===== config.mk =====
export PLATFORM = sky130hd
export DESIGN_NAME = icache
export DESIGN_NICKNAME = d
export VERILOG_FILES = /design/src/rtl/cpu_types_pkg.sv /design/src/rtl/icache.sv
export SDC_FILE = /design/constraint.sdc
export NUM_CORES = 1
export LEC_CHECK = 0
export ABC_CLOCK_PERIOD_IN_PS = 14300
export BUFFER_PORTS_ARGS = -buffer_cell sky130_fd_sc_hd__buf_4
export CORE_ASPECT_RATIO = 0.8
export CORE_MARGIN = 3
export CORE_UTILIZATION = 55
export CTS_BUF_LIST = sky130_fd_sc_hd__clkbuf_4
export DETAILED_ROUTE_END_ITERATION = 6
export PLACE_DENSITY = 0.73
export REMOVE_ABC_BUFFERS = 1
export SKIP_CTS_REPAIR_TIMING = 1
export SYNTH_ARGS = -nofsm -noshare
export SYNTH_HDL_FRONTEND = slang
export SYNTH_SLANG_ARGS = --single-unit

===== constraint.sdc =====
create_clock -name CLK -period 14.3 [get_ports CLK]
set_input_delay 1.43 -clock CLK [delete_from_list [all_inputs] [get_ports CLK]]
set_output_delay 1.43 -clock CLK [all_outputs]
set_load 0.01 [all_outputs]

===== src/rtl/cpu_types_pkg.sv =====
// Shared CPU datapath types: machine word plus the instruction cache address
// split, frame layout and controller states.
package cpu_types_pkg;

    typedef logic [31:0] word_t;

    localparam int ICACHE_SETS  = 16;
    localparam int ICACHE_IDX_W = $clog2(ICACHE_SETS);
    localparam int ICACHE_TAG_W = 30 - ICACHE_IDX_W;

    typedef struct packed {
        logic [ICACHE_TAG_W-1:0] tag;
        logic [ICACHE_IDX_W-1:0] idx;
        logic [1:0]              bytoff;
    } icachef_t;

    typedef struct packed {
        logic                    valid;
        logic [ICACHE_TAG_W-1:0] tag;
        word_t                   data;
    } icache_frame_t;

    typedef enum logic {
        IDLE,
        FETCH
    } icache_state_t;

endpackage


===== src/rtl/icache.sv =====
// Direct-mapped, one-word-per-frame instruction cache with combinational hit
// path, single-word miss fill, flush and saturating hit/miss counters.
module icache
    import cpu_types_pkg::*;
#(
    parameter  int SETS  = 16,
    localparam int IDX_W = $clog2(SETS),
    localparam int TAG_W = 30 - IDX_W
) (
    input  logic  CLK,
    input  logic  nRST,
    input  logic  imemREN,
    input  word_t imemaddr,
    output logic  ihit,
    output word_t imemload,
    input  logic  flush,
    output logic  iREN,
    output word_t iaddr,
    input  logic  iwait,
    input  word_t iload,
    output word_t hit_cnt,
    output word_t miss_cnt
);

    icache_state_t    state, state_next;
    word_t            fill_addr;
    logic             flush_seen;
    logic             start_miss;
    logic             fill;
    logic             hit_raw;

    logic [SETS-1:0]  valid;
    logic [TAG_W-1:0] tags [SETS];
    word_t            frame_data [SETS];

    logic [TAG_W-1:0] req_tag, fill_tag;
    logic [IDX_W-1:0] req_idx, fill_idx;
    logic             unused_bits;

    assign req_tag     = imemaddr[31:IDX_W+2];
    assign req_idx     = imemaddr[IDX_W+1:2];
    assign fill_tag    = fill_addr[31:IDX_W+2];
    assign fill_idx    = fill_addr[IDX_W+1:2];
    assign unused_bits = ^imemaddr[1:0];

    // valid gates the compare so never-written (unreset) tags cannot produce a hit
    assign hit_raw = imemREN & valid[req_idx] & (tags[req_idx] == req_tag);

    always_comb begin
        state_next = state;
        ihit       = 1'b0;
        imemload   = '0;
        iREN       = 1'b0;
        iaddr      = '0;
        start_miss = 1'b0;
        fill       = 1'b0;
        unique case (state)
            IDLE: begin
                if (!flush && hit_raw) begin
                    ihit     = 1'b1;
                    imemload = frame_data[req_idx];
                end else if (!flush && imemREN) begin
                    start_miss = 1'b1;
                    state_next = FETCH;
                end
            end
            FETCH: begin
                iREN  = 1'b1;
                iaddr = fill_addr;
                if (!iwait) begin
                    fill       = 1'b1;
                    state_next = IDLE;
                end
            end
            default: state_next = IDLE;
        endcase
    end

    always_ff @(posedge CLK or negedge nRST) begin
        if (!nRST) begin
            state      <= IDLE;
            fill_addr  <= '0;
            flush_seen <= 1'b0;
            hit_cnt    <= '0;
            miss_cnt   <= '0;
        end else begin
            state <= state_next;
            if (start_miss) begin
                fill_addr <= {imemaddr[31:2], 2'b00};
            end
            if (fill) begin
                flush_seen <= 1'b0;
            end else if (state == FETCH && flush) begin
                flush_seen <= 1'b1;
            end
            if (ihit && hit_cnt != '1) begin
                hit_cnt <= hit_cnt + 32'd1;
            end
            if (start_miss && miss_cnt != '1) begin
                miss_cnt <= miss_cnt + 32'd1;
            end
        end
    end

    // Flush has priority over a same-cycle fill, leaving the filled frame invalid
    always_ff @(posedge CLK or negedge nRST) begin
        if (!nRST) begin
            valid <= '0;
        end else if (flush) begin
            valid <= '0;
        end else if (fill) begin
            valid[fill_idx] <= !flush_seen;
        end
    end

    always_ff @(posedge CLK) begin
        if (fill) begin
            tags[fill_idx]       <= fill_tag;
            frame_data[fill_idx] <= iload;
        end
    end

endmodule

---- Word level (Yosys, flattened, before mapping) ----
Memories as Yosys holds them, arrays and structs flattened.
Index checks and enable logic that the tools add are counted.
storage, ports and cells
  bits of input ports ..................... 69
  flip-flop bits (word level) ............. 112
  logic and storage cells ................. 53
  memories kept ........................... 2
  bits in writable memories ............... 928
memories
  memory      words  width  rd ports  clocked after memory_dff  write ports  line          text
  frame_data  16     32     1         0                         1            icache.sv:34  word_t frame_data [SETS];
  tags        16     26     1         0                         1            icache.sv:33  logic [TAG_W-1:0] tags [SETS];
operators by class
  equal/unequal tests ..................... 3
  add/subtract/negate cells ............... 2
  reductions and logical operators ........ 10
  mux-type cells .......................... 24
  $lt $le $gt $ge ......................... 3
  bitwise logic cells ..................... 3
operators with widths
  operator                                                                count
  32-bit two-way mux                                                      3
  32-bit by 1-bit adder with 32-bit output (second input constant)        2
  32-bit inequality test (second input constant)                          2
  16-bit two-way mux                                                      2
  26-bit equality test                                                    1
  16-bit bitwise mux                                                      1
  1-bit two-way mux                                                       15
  4-bit by 5-bit < comparator with 1-bit output (second input constant)   2
  1-bit logical AND                                                       6
  1-bit binary-select mux with 4-bit select                               1
  1-bit demux with 4-bit select                                           1
  4-bit by 1-bit >= comparator with 1-bit output (second input constant)  1
  2-bit nonzero test                                                      2
  1-bit bitwise AND                                                       2
  1-bit logical NOT                                                       2
  1-bit one-hot mux with 2 select lines                                   1
  1-bit inverter                                                          1

---- Logic depth before layout (Yosys ltp) ----
Gate-level depths: netlist (run 1).
  word-level depth ........................ 8
  depth in mapped cells ................... 16
  gate-level depth less buffers ........... 9

---- Worst setup path after synthesis (run 1) ----
Ideal clock, no wire load.
  kind .................................... input-to-reg
  start point ............................. in iwait
  end point ............................... reg valid[0]
  stages on the path ...................... 6
  arrival ................................. 6770 ps
  setup time .............................. 130 ps
  path slack .............................. 7400 ps
  path through ............................ nor2b_1 or3b_2 clkbuf_1 nor3_1 mux2i_1 nor2_1
between the ends
  cells in the longest elaborated chain, start to end .. 3
ends and longest elaborated chain
  element                              line           text
  from (decl)                          icache.sv:19   input logic iwait,
  1-bit two-way mux                    icache.sv:70   if (!iwait) begin
  1-bit two-way mux                    icache.sv:57   unique case (state)
  2-bit nonzero test (no source line)  --
  to (signal, indexed assignment)      icache.sv:112  valid[fill_idx] <= !flush_seen;
  to (decl)                            icache.sv:32   logic [SETS-1:0] valid;
No other way between the ends.
A chain may end at the register's enable or synchronous reset.

---- Worst setup path after layout (run 1) ----
  start point ............................. in imemaddr[4]
  end point ............................... out imemload[31]
between the ends
  cells in the longest elaborated chain, start to end .. 7
  elaborated cells between the ends (all ways) .. 10
  classes of those cells .................. eq/ne (1); mux (4); bitwise (2); reduce/logical (1); memory (2)
ends and longest elaborated chain
  element                                                          line          text
  from (decl)                                                      icache.sv:13  input word_t imemaddr,
  branches (longest 5 deep; another with memory read 16 x 26 bit)  --
  32-bit two-way mux *                                             icache.sv:59  if (!flush && hit_raw) begin
  32-bit two-way mux *                                             icache.sv:57
  to (decl)                                                        icache.sv:15  output word_t imemload,
Every way passes the cells marked *. The select of a mux whose other input is x is not followed.

==> flow_summary.yaml, run 1 <==
outcome:
  status: "finished, final reports clean"
power:
  power.share.switching_pct: 23.17
  combPwrFrac_pct: 6.2
  clockPowerShare_pct: 36.7
  max-vdd-ir-drop_uv: 83.52
  power_leakage_nw: 16.38
  seqPwrFrac_pct: 57.1
  finalPower_mw: 6.201
  power_switching_mw: 1.437
  p_int_mw: 4.764
  power_density_nw_per_um2: 132.0
timing:
  layout_setup_ws_ns: 6.580
  period_share_pct: 53.99
  fmax_mhz: 129.5
  rsz0062_at_grt: "false"
  tns_ns: 0
  relSlewSlack_pct: 28.64
  period_needed_ns: 7.720
  hold_viol_final: 0
  fin_worst_skew_ns: 0.1062
  setup_viol: 0
  slew_violations: 0
  tightest_slew_ns: 1.070
setup_path:
  arrival_ns: 6.29
  worstPathRequired_ns: 12.87
  cp-end-kind: "output port"
  crit_start: "imemaddr[4]"
  path_max_fanout: 73
  rr_startpoint: "state"
  critPathKind: "in2out"
  start_kind: "primary input"
clock_network:
  cts_sinks: 1040
  clock_path_buffers: 3
  clockRootBuffer: "clkbuf_4"
  clk_latency_ns: 1.12
  path_clk_slew_ns: 0.07
  cts_buffers: 241
  cts_max_level: 4
  cts_tree: "yes"
global_route:
  grt_max_degree: 81
  antenna_found_initial: 6
  grt_pass1_wl_mm: 137.7
  grt_overflow: 0
  grt_pass1_vias: 22136
  grt_util_all_layers_pct: 23.79
min_path:
  min_from: "miss_cnt[26]"
  min_path_type: "reg2reg"
synthesis:
  synthTopCellsByArea: "edfxtp_1, mux4_2, dfrtp_1"
  synth_flop_cell: "edfxtp_1"
  async_reset_ff_share_pct: 10.77
  yosys_warnings: 0
  syn_inst: 2025
  synth_top_area_cell: "edfxtp_1"
  synth-seq-cells: 1040
  yosys-top-cells-count: "edfxtp_1, mux4_2, dfrtp_1"
  synth_cell_types: 66
  avgSynthCellArea_um2: 20.42
  synth_most_common_cell: "edfxtp_1"
  synth_area_um2: 41350
  synth.yosys.seq_area_share_pct: 74.18
  synth_top_cell_area_share_pct: 67.40
  synth_edf_count: 928
routing:
  drc: 0
  dr.first_iter.drc_count: 2082
  avgRoutedWirePerCell_um: 25.62
  drt-total-wl_mm: 91.86
  first_pass_iters: 5
  vias: 21321
  viasPerCell: 5.946
  ant_nets: 0
placed_design:
  dp_hpwl_mm: 48.11
  place_congestion: 0.8247
  dp_slack_ns: 6.580
  portBuffers: 194
floorplan:
  rows: 89
  ios: 199
  die_y_um: 251.2
  die_area_um2: 78520
  die_w_um: 312.5
  initial_utilization_pct: 55.83
  coreArea_um2: 74050
finish:
  area_growth_pct: 13.62
  nFillCells: 5049
  nets: 2474
  drive_gt1_share_pct: 34.54
  final_util_pct: 63.44
run:
  cap_viol_max_count: 0
-- cells in the final DEF (no fill, tap or decap), types with 11 or more instances in the layout --
cell type  instances
a22oi_1           14
and2_1            39
and3_1            21
buf_4            232
clkbuf_4         335
clkinv_1          57
dfrtp_1          112
diode_2           11
edfxtp_1         928
mux2_1            25
mux2i_1           88
mux4_2           247
nand2_1           58
nand3_1           25
nor2_1            37
nor2_4            12
nor2b_1           40
nor3_1            25
o21ai_0           14
xnor2_1           18
xor2_1            70
-- kinds of logic after synthesis --
logic type	count (synthesis)	share of synthesized area, %
flops	1040	74.18
mux	365	16.40
simple gates	334	4.627
buf+inv	111	1.377
xor+xnor	88	1.864
compound gates	84	1.483
fa+ha+maj	2	0.06051
other cells	1	0.009070
-- worst max-delay path: stages --
cell       delay (ns)
buf_8            0.47
buf_4            0.65
buf_4            0.77
mux4_2           0.41
a22o_1           0.26
a221oi_2         0.21
xor2_1           0.42
o2111ai_1        0.17
nor2_1           0.16
nand3_1          0.10
or4_4            0.72
nor2b_1          0.23
buf_4            0.15
-- power groups by stage --
stage	logic, mW	clock network [mW]	registers (mW)
after detailed placement	0.390	0	3.60
after global routing	0.415	2.50	3.55
after CTS	0.391	2.33	3.54
after floorplan	0.194	0	3.58
after global placement	0.383	0	3.59
final	0.386	2.28	3.54
-- layer usage --
layer  global-route usage, %  wire length, um
met5                       0                0
met4                   8.738             2046
met3                   5.003             6817
met2                   37.67            45390
met1                   33.31            37610
-- flip-flops by register name, indices dropped and copies added, names as in the netlist --
register,count
fill_addr,30
flush_seen,1
frame_data,512
hit_cnt,32
miss_cnt,32
state,1
tags,416
valid,16
-- stage by stage --
step                hold slack (ns)  area (um2)  std cells
finish                       0.4838       46980       3586
global route                 0.4526       46970       3585
CTS                          0.4050       46950       3575
detailed placement           0.4726       43980       3161
global placement             0.4764       43980       3161
floorplan                    0.4625       40810       1924
-- final timing paths --
kind,slack (ns),cells after the start,to
min,0.48,1,miss_cnt[26]
max in group asynchronous,12.52,2,hit_cnt[1]
min reg2reg,0.48,1,miss_cnt[26]
min in group asynchronous,0.50,1,fill_addr[16]
max reg2reg,10.27,6,valid[12]
max,6.58,13,imemload[31]
-- area by class of cell --
| cell class | count | area [um2] | share of cell area [%] |
|---|---|---|---|
| Timing Repair Buffer | 236 | 1803 | 3.838 |
| Antenna cell | 11 | 27.53 | 0.05860 |
| Inverter | 9 | 35.03 | 0.07458 |
| Tap cell | 1001 | 1252 | 2.666 |
| Clock inverter | 79 | 452.9 | 0.9642 |
| Sequential cell | 1040 | 30670 | 65.29 |
| Multi-Input combinational cell | 875 | 10220 | 21.76 |
| Clock buffer | 335 | 2515 | 5.354 |
Power figures use the tool's default switching activity.
==> inputs of run 2 (changes only) <==
Settings changed: ABC_CLOCK_PERIOD_IN_PS 14300 to 6400, PLACE_DENSITY 0.73 to 0.75.
Clock period 14.3 ns to 6.4 ns, I/O delays scaled along.
==> flow_summary.yaml, run 2 (synthesis results as in run 1) <==
clock_network:
  clock_path_buffers: 3
  clk_latency_ns: 1.09
  cts_tree: "yes"
  cts_sinks: 1040
  cts_max_level: 4
  cts_buffers: 238
  path_clk_slew_ns: 0.07
  clockRootBuffer: "clkbuf_4"
timing:
  slew_violations: 0
  fin_worst_skew_ns: 0.08429
  tightest_slew_ns: 1.100
  tns_ns: 0
  setup_viol: 0
  fmax_mhz: 194.3
  period_share_pct: 80.41
  period_needed_ns: 5.146
  relSlewSlack_pct: 26.47
  hold_viol_final: 0
  rsz0062_at_grt: "false"
placed_design:
  dpl.cell_count: 3176
  place_congestion: 0.7900
  dp_hpwl_mm: 50.39
  portBuffers: 194
  dpl-instance-area_um2: 44110
finish:
  regMostFlops: "frame_data"
  area_growth_pct: 15.60
  largest_reg_flops: 512
  nets: 2547
  drive_gt1_share_pct: 34.94
  fin_area_um2: 47800
  mostFrequentLayoutCell: "edfxtp_1"
  final_cell_mix: "edfxtp_1, clkbuf_4, mux4_2, buf_4, dfrtp_1"
  stdcell_count: 3660
  largest_registers: "frame_data x512, tags x416"
routing:
  dr.first_iter.drc_count: 2185
  ant_nets: 0
  drt-total-wl_mm: 93.02
  avgRoutedWirePerCell_um: 25.41
  viasPerCell: 5.916
  first_pass_iters: 5
  vias: 21651
  drc: 0
power:
  power_leakage_nw: 16.78
  power_density_nw_per_um2: 292.9
  max-vdd-ir-drop_uv: 165.9
floorplan:
  rows: 89
  initial_utilization_pct: 55.83
  die_w_um: 312.5
  die_y_um: 251.2
  coreArea_um2: 74050
  die_area_um2: 78520
  ios: 199
setup_path:
  arrival_ns: 4.51
  max_stage_delay_ns: 0.79
  crit_chain: "mux4_2, nor2b_1, a211oi_1, a31oi_1, xor2_1, nor4_2, nand3b_1, or4_4, nor2b_1, buf_4"
  path_common_cell: "nor2b_1"
  worst_path_max_delay_cell: "or4_4"
  worstPathRequired_ns: 5.76
  path_delay_family: "simple AND/OR/NAND/NOR gates"
  start_kind: "flop"
  path_max_fanout: 33
  cp-end-kind: "output port"
  critPathBufInv: 1
  critPathKind: "reg2out"
global_route:
  grt_overflow: 0
  grt_pass1_vias: 22373
  grt_util_all_layers_pct: 23.92
  grt_max_degree: 81
  antenna_found_initial: 4
  grt_pass1_wl_mm: 138.5
run:
  cap_viol_max_count: 0
min_path:
  min_path_type: "in2reg"
outcome:
  status: "finished, final reports clean"
## run 2: changes by cell type in the layout (fill, tap and decap cells not counted), sizes merged
cell	delta
clkbuf	+31
buf	+15
clkinv	-26
diode	-5
inv	-1
bufinv	-1
dlygate4sd3	+61
## run 2: worst paths after layout
check                       startpoint             to  slack, ns  depth (start not counted)
setup / recovery           tags[12][3]    imemload[6]       1.25                         10
max in group asynchronous         nRST     hit_cnt[0]       4.79                          3
hold reg to reg            hit_cnt[20]    hit_cnt[20]       0.49                          1
setup reg to reg           tags[13][7]  fill_addr[17]       2.94                          9
hold / removal                 imemREN  fill_addr[21]       0.15                          4
min in group asynchronous         nRST   miss_cnt[17]       0.19                          2
## run 2: through the flow
| step | hold slack, ns | setup WS [ns] | util [%] | total power [mW] |
|---|---|---|---|---|
| finish | 0.1525 | 1.254 | 64.55 | 14.00 |
| global route | 0.08620 | 1.013 | 64.54 | 14.58 |
| CTS | -0.4380 | 1.189 | 63.70 | 14.09 |
| detailed placement | 0.4759 | 1.312 | 59.56 | 8.934 |
| global placement | 0.4749 | 1.383 | 59.56 | 8.885 |
| floorplan | 0.3444 | 0.2228 | - | 8.423 |
## run 2: layout make-up
class | instances | area (um2)
Sequential cell | 1040 | 30670
Fill cell | 4990 | 26260
Multi-Input combinational cell | 875 | 10220
Clock buffer | 366 | 2748
Timing Repair Buffer | 312 | 2539
Tap cell | 1001 | 1252
Clock inverter | 51 | 317.8
Inverter | 9 | 35.03
Antenna cell | 6 | 15.01
## run 2: worst register-to-register path: stages, from the launching register on
cell and delay, ns:
edfxtp_1 0.36, mux4_2 0.47, a22o_1 0.27, a221oi_2 0.21
xor2_1 0.42, nand2_1 0.13, nor4_2 0.30, and3_1 0.22
nand2b_4 0.54, mux2_1 0.41
## run 2: per-layer routing
metal | GRT usage [%] | wire (um)
met1 | 32.79 | 36830
met2 | 37.89 | 46390
met3 | 6.165 | 8054
met4 | 8.564 | 1742
met5 | 0 | 0
## run 2: report_power, final
group	leakage, nW	switching (mW)	internal (mW)	total (mW)
clock	1.83	2.47	2.71	5.18
combinational	5.11	0.505	0.407	0.912
sequential	9.84	0.208	7.70	7.90
total	16.8	3.18	10.8	14.0
